===== src/rtl/mem_pkg.sv =====
// Shared memory-subsystem definitions: arbiter state encoding, dmem geometry
// and the byte-enable width also used by mem_pack.
package mem_pkg;

   localparam int DMEM_ADDR_WIDTH = 14;
   localparam int DMEM_BE_W       = 4;
   localparam int DMEM_DATA_W     = 32;

   typedef enum logic {
      S_CPU = 1'b0,
      S_AUX = 1'b1
   } arb_state_t;

endpackage


===== src/rtl/dmem_port_mux.sv =====
// Combinational owner select for the shared dmem port; write enables are
// suppressed whenever the owner is not actually requesting.
module dmem_port_mux
   import mem_pkg::*;
#(
   parameter int ADDR_WIDTH = DMEM_ADDR_WIDTH
) (
   input  logic                   aux_sel,
   input  logic                   cpu_en,
   input  logic [DMEM_BE_W-1:0]   cpu_we,
   input  logic [ADDR_WIDTH-1:0]  cpu_addr,
   input  logic [DMEM_DATA_W-1:0] cpu_din,
   input  logic                   aux_valid,
   input  logic [DMEM_BE_W-1:0]   aux_we,
   input  logic [ADDR_WIDTH-1:0]  aux_addr,
   input  logic [DMEM_DATA_W-1:0] aux_din,
   output logic                   dmem_en,
   output logic [DMEM_BE_W-1:0]   dmem_we,
   output logic [ADDR_WIDTH-1:0]  dmem_addr,
   output logic [DMEM_DATA_W-1:0] dmem_din
);

   always_comb begin
      dmem_en   = aux_sel ? aux_valid : cpu_en;
      dmem_addr = aux_sel ? aux_addr  : cpu_addr;
      dmem_din  = aux_sel ? aux_din   : cpu_din;
      dmem_we   = '0;
      if (dmem_en)
         dmem_we = aux_sel ? aux_we : cpu_we;
   end

endmodule


===== src/rtl/dmem_arbiter.sv =====
// Arbitrates the single dmem port between the CPU mem stage and an aux requester.
// Define DMEM_ARB_STARVE_GUARD_EN to build the starvation guard (forced aux bursts).
module dmem_arbiter
   import mem_pkg::*;
#(
   parameter int ADDR_WIDTH   = DMEM_ADDR_WIDTH,
   parameter int STARVE_LIMIT = 8,
   parameter int AUX_BURST    = 4
) (
   input  logic                   clk,
   input  logic                   rst,
   input  logic                   cpu_en,
   input  logic [DMEM_BE_W-1:0]   cpu_we,
   input  logic [ADDR_WIDTH-1:0]  cpu_addr,
   input  logic [DMEM_DATA_W-1:0] cpu_din,
   output logic                   cpu_stall,
   input  logic                   aux_req_valid,
   output logic                   aux_req_ready,
   input  logic [DMEM_BE_W-1:0]   aux_we,
   input  logic [ADDR_WIDTH-1:0]  aux_addr,
   input  logic [DMEM_DATA_W-1:0] aux_din,
   output logic                   aux_rvalid,
   output logic [DMEM_DATA_W-1:0] aux_rdata,
   output logic                   dmem_en,
   output logic [DMEM_BE_W-1:0]   dmem_we,
   output logic [ADDR_WIDTH-1:0]  dmem_addr,
   output logic [DMEM_DATA_W-1:0] dmem_din,
   input  logic [DMEM_DATA_W-1:0] dmem_dout
);

   if (STARVE_LIMIT < 1 || AUX_BURST < 1) begin : g_bad_cfg
      $error("dmem_arbiter: STARVE_LIMIT and AUX_BURST must be >= 1");
   end

   logic aux_sel;
   logic aux_accept;
   logic rd_vld_p1;

`ifdef DMEM_ARB_STARVE_GUARD_EN
   localparam int SC_W = $clog2(STARVE_LIMIT + 1);
   localparam int BC_W = $clog2(AUX_BURST + 1);

   arb_state_t      state, state_nxt;
   logic [SC_W-1:0] starve_cnt, starve_nxt;
   logic [BC_W-1:0] burst_cnt, burst_nxt;

   // The forced grant takes effect in the cycle right after the limit-th blocked cycle.
   always_comb begin
      state_nxt  = state;
      starve_nxt = starve_cnt;
      burst_nxt  = burst_cnt;
      aux_sel    = !cpu_en;
      cpu_stall  = 1'b0;
      case (state)
         S_CPU: begin
            aux_sel = !cpu_en;
            if (!aux_req_valid || !cpu_en)
               starve_nxt = '0;
            else if (starve_cnt < SC_W'(STARVE_LIMIT))
               starve_nxt = starve_cnt + SC_W'(1);
            if (starve_nxt == SC_W'(STARVE_LIMIT)) begin
               state_nxt = S_AUX;
               burst_nxt = '0;
            end
         end
         S_AUX: begin
            aux_sel   = 1'b1;
            cpu_stall = cpu_en;
            if (!aux_req_valid) begin
               state_nxt  = S_CPU;
               starve_nxt = '0;
            end else begin
               burst_nxt = burst_cnt + BC_W'(1);
               if (burst_nxt == BC_W'(AUX_BURST)) begin
                  state_nxt  = S_CPU;
                  starve_nxt = '0;
               end
            end
         end
         default: state_nxt = S_CPU;
      endcase
   end

   always_ff @(posedge clk) begin
      if (rst) begin
         state      <= S_CPU;
         starve_cnt <= '0;
         burst_cnt  <= '0;
      end else begin
         state      <= state_nxt;
         starve_cnt <= starve_nxt;
         burst_cnt  <= burst_nxt;
      end
   end
`else
   // Strict CPU priority: aux only ever sees cycles the CPU leaves idle.
   always_comb begin
      aux_sel   = !cpu_en;
      cpu_stall = 1'b0;
   end
`endif

   assign aux_accept    = aux_sel && aux_req_valid;
   assign aux_req_ready = aux_accept;

   // Stage p0 -> p1: dmem read data returns one cycle after an accepted aux read.
   always_ff @(posedge clk) begin
      if (rst)
         rd_vld_p1 <= 1'b0;
      else
         rd_vld_p1 <= aux_accept && (aux_we == '0);
   end

   assign aux_rvalid = rd_vld_p1;
   assign aux_rdata  = dmem_dout;

   dmem_port_mux #(
      .ADDR_WIDTH (ADDR_WIDTH)
   ) u_port_mux (
      .aux_sel   (aux_sel),
      .cpu_en    (cpu_en),
      .cpu_we    (cpu_we),
      .cpu_addr  (cpu_addr),
      .cpu_din   (cpu_din),
      .aux_valid (aux_req_valid),
      .aux_we    (aux_we),
      .aux_addr  (aux_addr),
      .aux_din   (aux_din),
      .dmem_en   (dmem_en),
      .dmem_we   (dmem_we),
      .dmem_addr (dmem_addr),
      .dmem_din  (dmem_din)
   );

endmodule


===== config.mk =====
export PLATFORM = sky130hd
export DESIGN_NAME = dmem_arbiter
export DESIGN_NICKNAME = d
export VERILOG_FILES = /design/src/rtl/mem_pkg.sv /design/src/rtl/dmem_port_mux.sv /design/src/rtl/dmem_arbiter.sv
export SDC_FILE = /design/constraint.sdc
export NUM_CORES = 1
export LEC_CHECK = 0
export BUFFER_PORTS_ARGS = -buffer_cell sky130_fd_sc_hd__buf_2
export CORE_AREA = 2 2 86 88
export CTS_CLUSTER_DIAMETER = 80
export DETAILED_ROUTE_END_ITERATION = 8
export DIE_AREA = 0 0 88 90
export PLACE_DENSITY = 0.63
export SLEW_MARGIN = 0
export SYNTH_ARGS = -nofsm -noshare
export SYNTH_HDL_FRONTEND = slang
export SYNTH_SLANG_ARGS = --single-unit

===== constraint.sdc =====
create_clock -name clk -period 2.6 [get_ports clk]
set_input_delay 0.39 -clock clk [delete_from_list [all_inputs] [get_ports clk]]
set_output_delay 0.39 -clock clk [all_outputs]
set_load 0.02 [all_outputs]

# After elaboration in Yosys (flattened, before gate mapping)
# Index checks and enable logic that the tools add are counted.
[op_classes]
n_mux = 5
reduce_logical = 4
[ops]
columns = ["operator", "count"]
rows = [
  ["2-to-1 mux 32 bit", 1],
  ["2-to-1 mux 14 bit", 1],
  ["2-to-1 mux 4 bit", 2],
  ["zero test 4 bit", 1],
  ["logical AND 1 bit", 2],
  ["zero test 1 bit", 1],
  ["2-to-1 mux 1 bit", 1],
]
[totals]
ff_bits = 1
in_bits = 136
elab_cells = 10

# Longest topological paths before layout
[logic_depth]
depth_word = 3
mapped_depth = 3

# Modules after synthesis
# From an unflattened synthesis, not the netlist that was laid out.
[hier_totals]
hier_cells = 98
hier_area_um2 = 1149.9
[by_module_without_submodules]
columns = ["module", "n_inst", "cells_each", "area_each_um2", "seq_area_each_um2"]
rows = [
  ["dmem_port_mux", 1, 58, 845.8, 0.0],
  ["dmem_arbiter", 1, 40, 304.0, 20.0],
]

# Least setup slack after synthesis
# OpenSTA, ideal clock, no wires.
[synth_path]
path_kind = "in2out"
from = "in cpu_en"
to = "out dmem_addr[10]"
t_arrival_ns = 1.025
path_slack_ns = 1.185
path_stages = 3
path_cell_list = "buf_6 buf_6 mux2_4"
[synth_via]
elab_chain_cells = 1
[synth_rtl]
columns = ["item", "line_no", "source"]
rows = [
  ["from (decl)", "dmem_arbiter.sv:12", "input logic cpu_en,"],
  ["2-to-1 mux 14 bit", "dmem_port_mux.sv:25", "dmem_addr = aux_sel ? aux_addr : cpu_addr;"],
  ["to (decl)", "dmem_arbiter.sv:26", "output logic [ADDR_WIDTH-1:0] dmem_addr,"],
]
# Every way passes these cells.

# Worst setup path after layout
[layout_path]
from = "in cpu_en"
to = "out dmem_addr[12]"
# The elaborated chain is that of the path after synthesis.

==> impl_metrics.py <==
metrics = {
    "critical_path": {
        "crit_path_end_kind": "primary output",
        "crit_type": "in -> out",
        "cpPeakStageDelay_ps": 370,
        "cp_slowest_cell": "mux2_2",
        "cp-start-kind": "input port",
        "path_max_fanout": 52,
        "critical_path_required_ps": 2210,
        "cpMostUsedCell": "buf_2",
        "arrival_ps": 1370,
        "critical_path.cell_chain": "buf_2, buf_12, mux2_2, buf_2",
    },
    "grt": {
        "antenna_found_initial": 0,
        "grt_usage_pct": 6.359,
        "grt_pass1_vias": 1049,
        "grt_max_degree": 53,
        "grt_pass1_wl_um": 4278,
        "grt_overflow": 0,
    },
    "clock_tree": {
        "postCtsSetupRepairBufs": 0,
        "cts_resized": 0,
        "cts_hold_buf": 0,
        "cts.reportedPaths.clkPinSlew_ps": 0,
    },
    "yosys": {
        "synth_adder_area_share_pct": 0,
        "synthMuxAreaShare_pct": 60.73,
        "synth_compound_area_share_pct": 3.097,
        "synth_nets": 232,
        "ys_seq_area_share_pct": 1.770,
        "synth-simple-area-share_pct": 3.097,
        "ys_warn_count": 0,
        "syn-cell-area_um2": 1131,
        "synth_xor_area_share_pct": 0,
        "synth_cells": 96,
        "synth_top_family_by_area": "multiplexers",
        "ys_seq_elements": 1,
        "syn_avg_cell_area_um2": 11.78,
        "synthDistinctLibCells": 13,
    },
    "route": {
        "post-route-drc-count": 0,
        "ant_nets": 0,
        "post_drt_wl_per_cell_um": 10.76,
        "dr_total_vias": 1124,
        "vias_per_cell": 3.591,
        "first_pass_iters": 4,
        "drt-total-wl_um": 3369,
        "drtIter0Drc": 11,
    },
    "pwr": {
        "seqPwrFrac_pct": 4.3,
        "combPwrFrac_pct": 95.7,
        "leakage_nw": 1.045,
        "max-vdd-ir-drop_uv": 60.28,
        "switching_share_pct": 44.61,
        "p_sw_w": 0.0001625,
        "power.share.clock_pct": 0,
        "p_int_w": 0.0002018,
        "p_per_area_nw_per_um2": 213.6,
        "power_w": 0.0003643,
    },
    "die": {
        "die_w_um": 88,
        "start_util_pct": 16.11,
        "num_rows": 31,
        "io_pins": 222,
        "core_area_um2": 7020,
        "dieArea_um2": 7920,
        "die_height_um": 90,
    },
    "place": {
        "place_area_um2": 1705,
        "portBuffers": 156,
        "dpl.cell_count": 313,
        "gp_congestion": 0.6417,
    },
    "hold_path": {
        "hold_class": "in -> reg",
    },
    "sta": {
        "hold_viol_final": 0,
        "fin_crit_ps": 1762,
        "fmax_ghz": 0.5676,
        "setup_viol": 0,
        "rsz0062_at_grt": "false",
        "period_share_pct": 67.77,
        "maxSlewViolCount": 0,
        "setup-tns-final_ps": 0,
    },
    "cells_and_area": {
        "final_common_cell": "buf_2",
        "syn_to_final_growth_pct": 50.77,
        "layout.nets": 352,
        "diodes": 0,
        "final_cells": 313,
        "largest_reg_flops": 1,
        "fin_area_um2": 1705,
        "drive_gt1_share_pct": 95.79,
        "layout_common_cells": "156 x buf_2, 45 x mux2_4, 4 x a22o_1",
        "fillerInstances": 754,
    },
    "run_status": {
        "outcome": "complete, no violations",
    },
    "run": {
        "cap_violations": 0,
    },
}
-- cells in the mapped netlist --
master / number / area share, %
or2_2: 1 / 0.55
nor2_1: 1 / 0.33
a22o_1: 4 / 3.1
mux2_4: 45 / 60
buf_4: 33 / 22
nor2b_4: 1 / 1.2
buf_12: 4 / 7.1
nor3_1: 1 / 0.44
buf_6: 2 / 2.0
dfxtp_1: 1 / 1.8
conb_1: 1 / 0.33
mux2_2: 1 / 1.0
and3_1: 1 / 0.55
-- area by class of cell --
class	instances	area (um^2)	area share [%]
Tap cell	99	123.9	7.263
Timing Repair Buffer	157	800.8	46.96
Multi-Input combinational cell	56	760.7	44.61
Sequential cell	1	20.02	1.174
-- worst paths after layout --
check | from | to | cells after the start
worst min-delay path | rst | aux_rvalid | 3
worst max-delay path | cpu_en | dmem_addr[12] | 4
-- power groups by stage --
stage | clock network [W] | logic [W] | registers (W)
global placement | 0 | 0.000349 | 0.0000158
detailed placement | 0 | 0.000352 | 0.0000158
floorplan | 0 | 0.000299 | 0.0000159
finish | 0 | 0.000349 | 0.0000158
global route | 0 | 0.000372 | 0.0000158
CTS | 0 | 0.000353 | 0.0000158
-- per-layer routing --
| metal | vias up | share of wire, % | GRT usage, % | wire [um] |
|---|---|---|---|---|
| met5 | - | 0 | 0 | 0 |
| met4 | 0 | 2.8 | 2.051 | 95 |
| met3 | 22 | 15 | 0.5510 | 517 |
| met2 | 97 | 48 | 13.26 | 1608 |
| met1 | 464 | 34 | 6.174 | 1147 |
| li1 | 541 | - | - | - |
-- cell families after synthesis --
family                 count (synthesis)
other                                  1
buffers and inverters                 39
AOI/OAI and AO/OA                      4
muxes                                 46
and+or+nand+nor                        5
DFF                                    1
-- through the flow --
stage	hold slack, ps	worst slack [ps]	util (%)
after CTS	711.3	836.0	24.29
after detailed placement	711.9	840.9	24.29
after floorplan	604.2	1185	-
final	710.8	838.1	24.29
after global routing	741.3	798.1	24.29
after global placement	706.8	841.0	24.29
-- worst max-delay path: cells and delay by family --
family / cells / cell delay (ps)
buffers and inverters: 3 / 580
multiplexers: 1 / 370
Note: power is estimated with default switching activity, not from simulation.
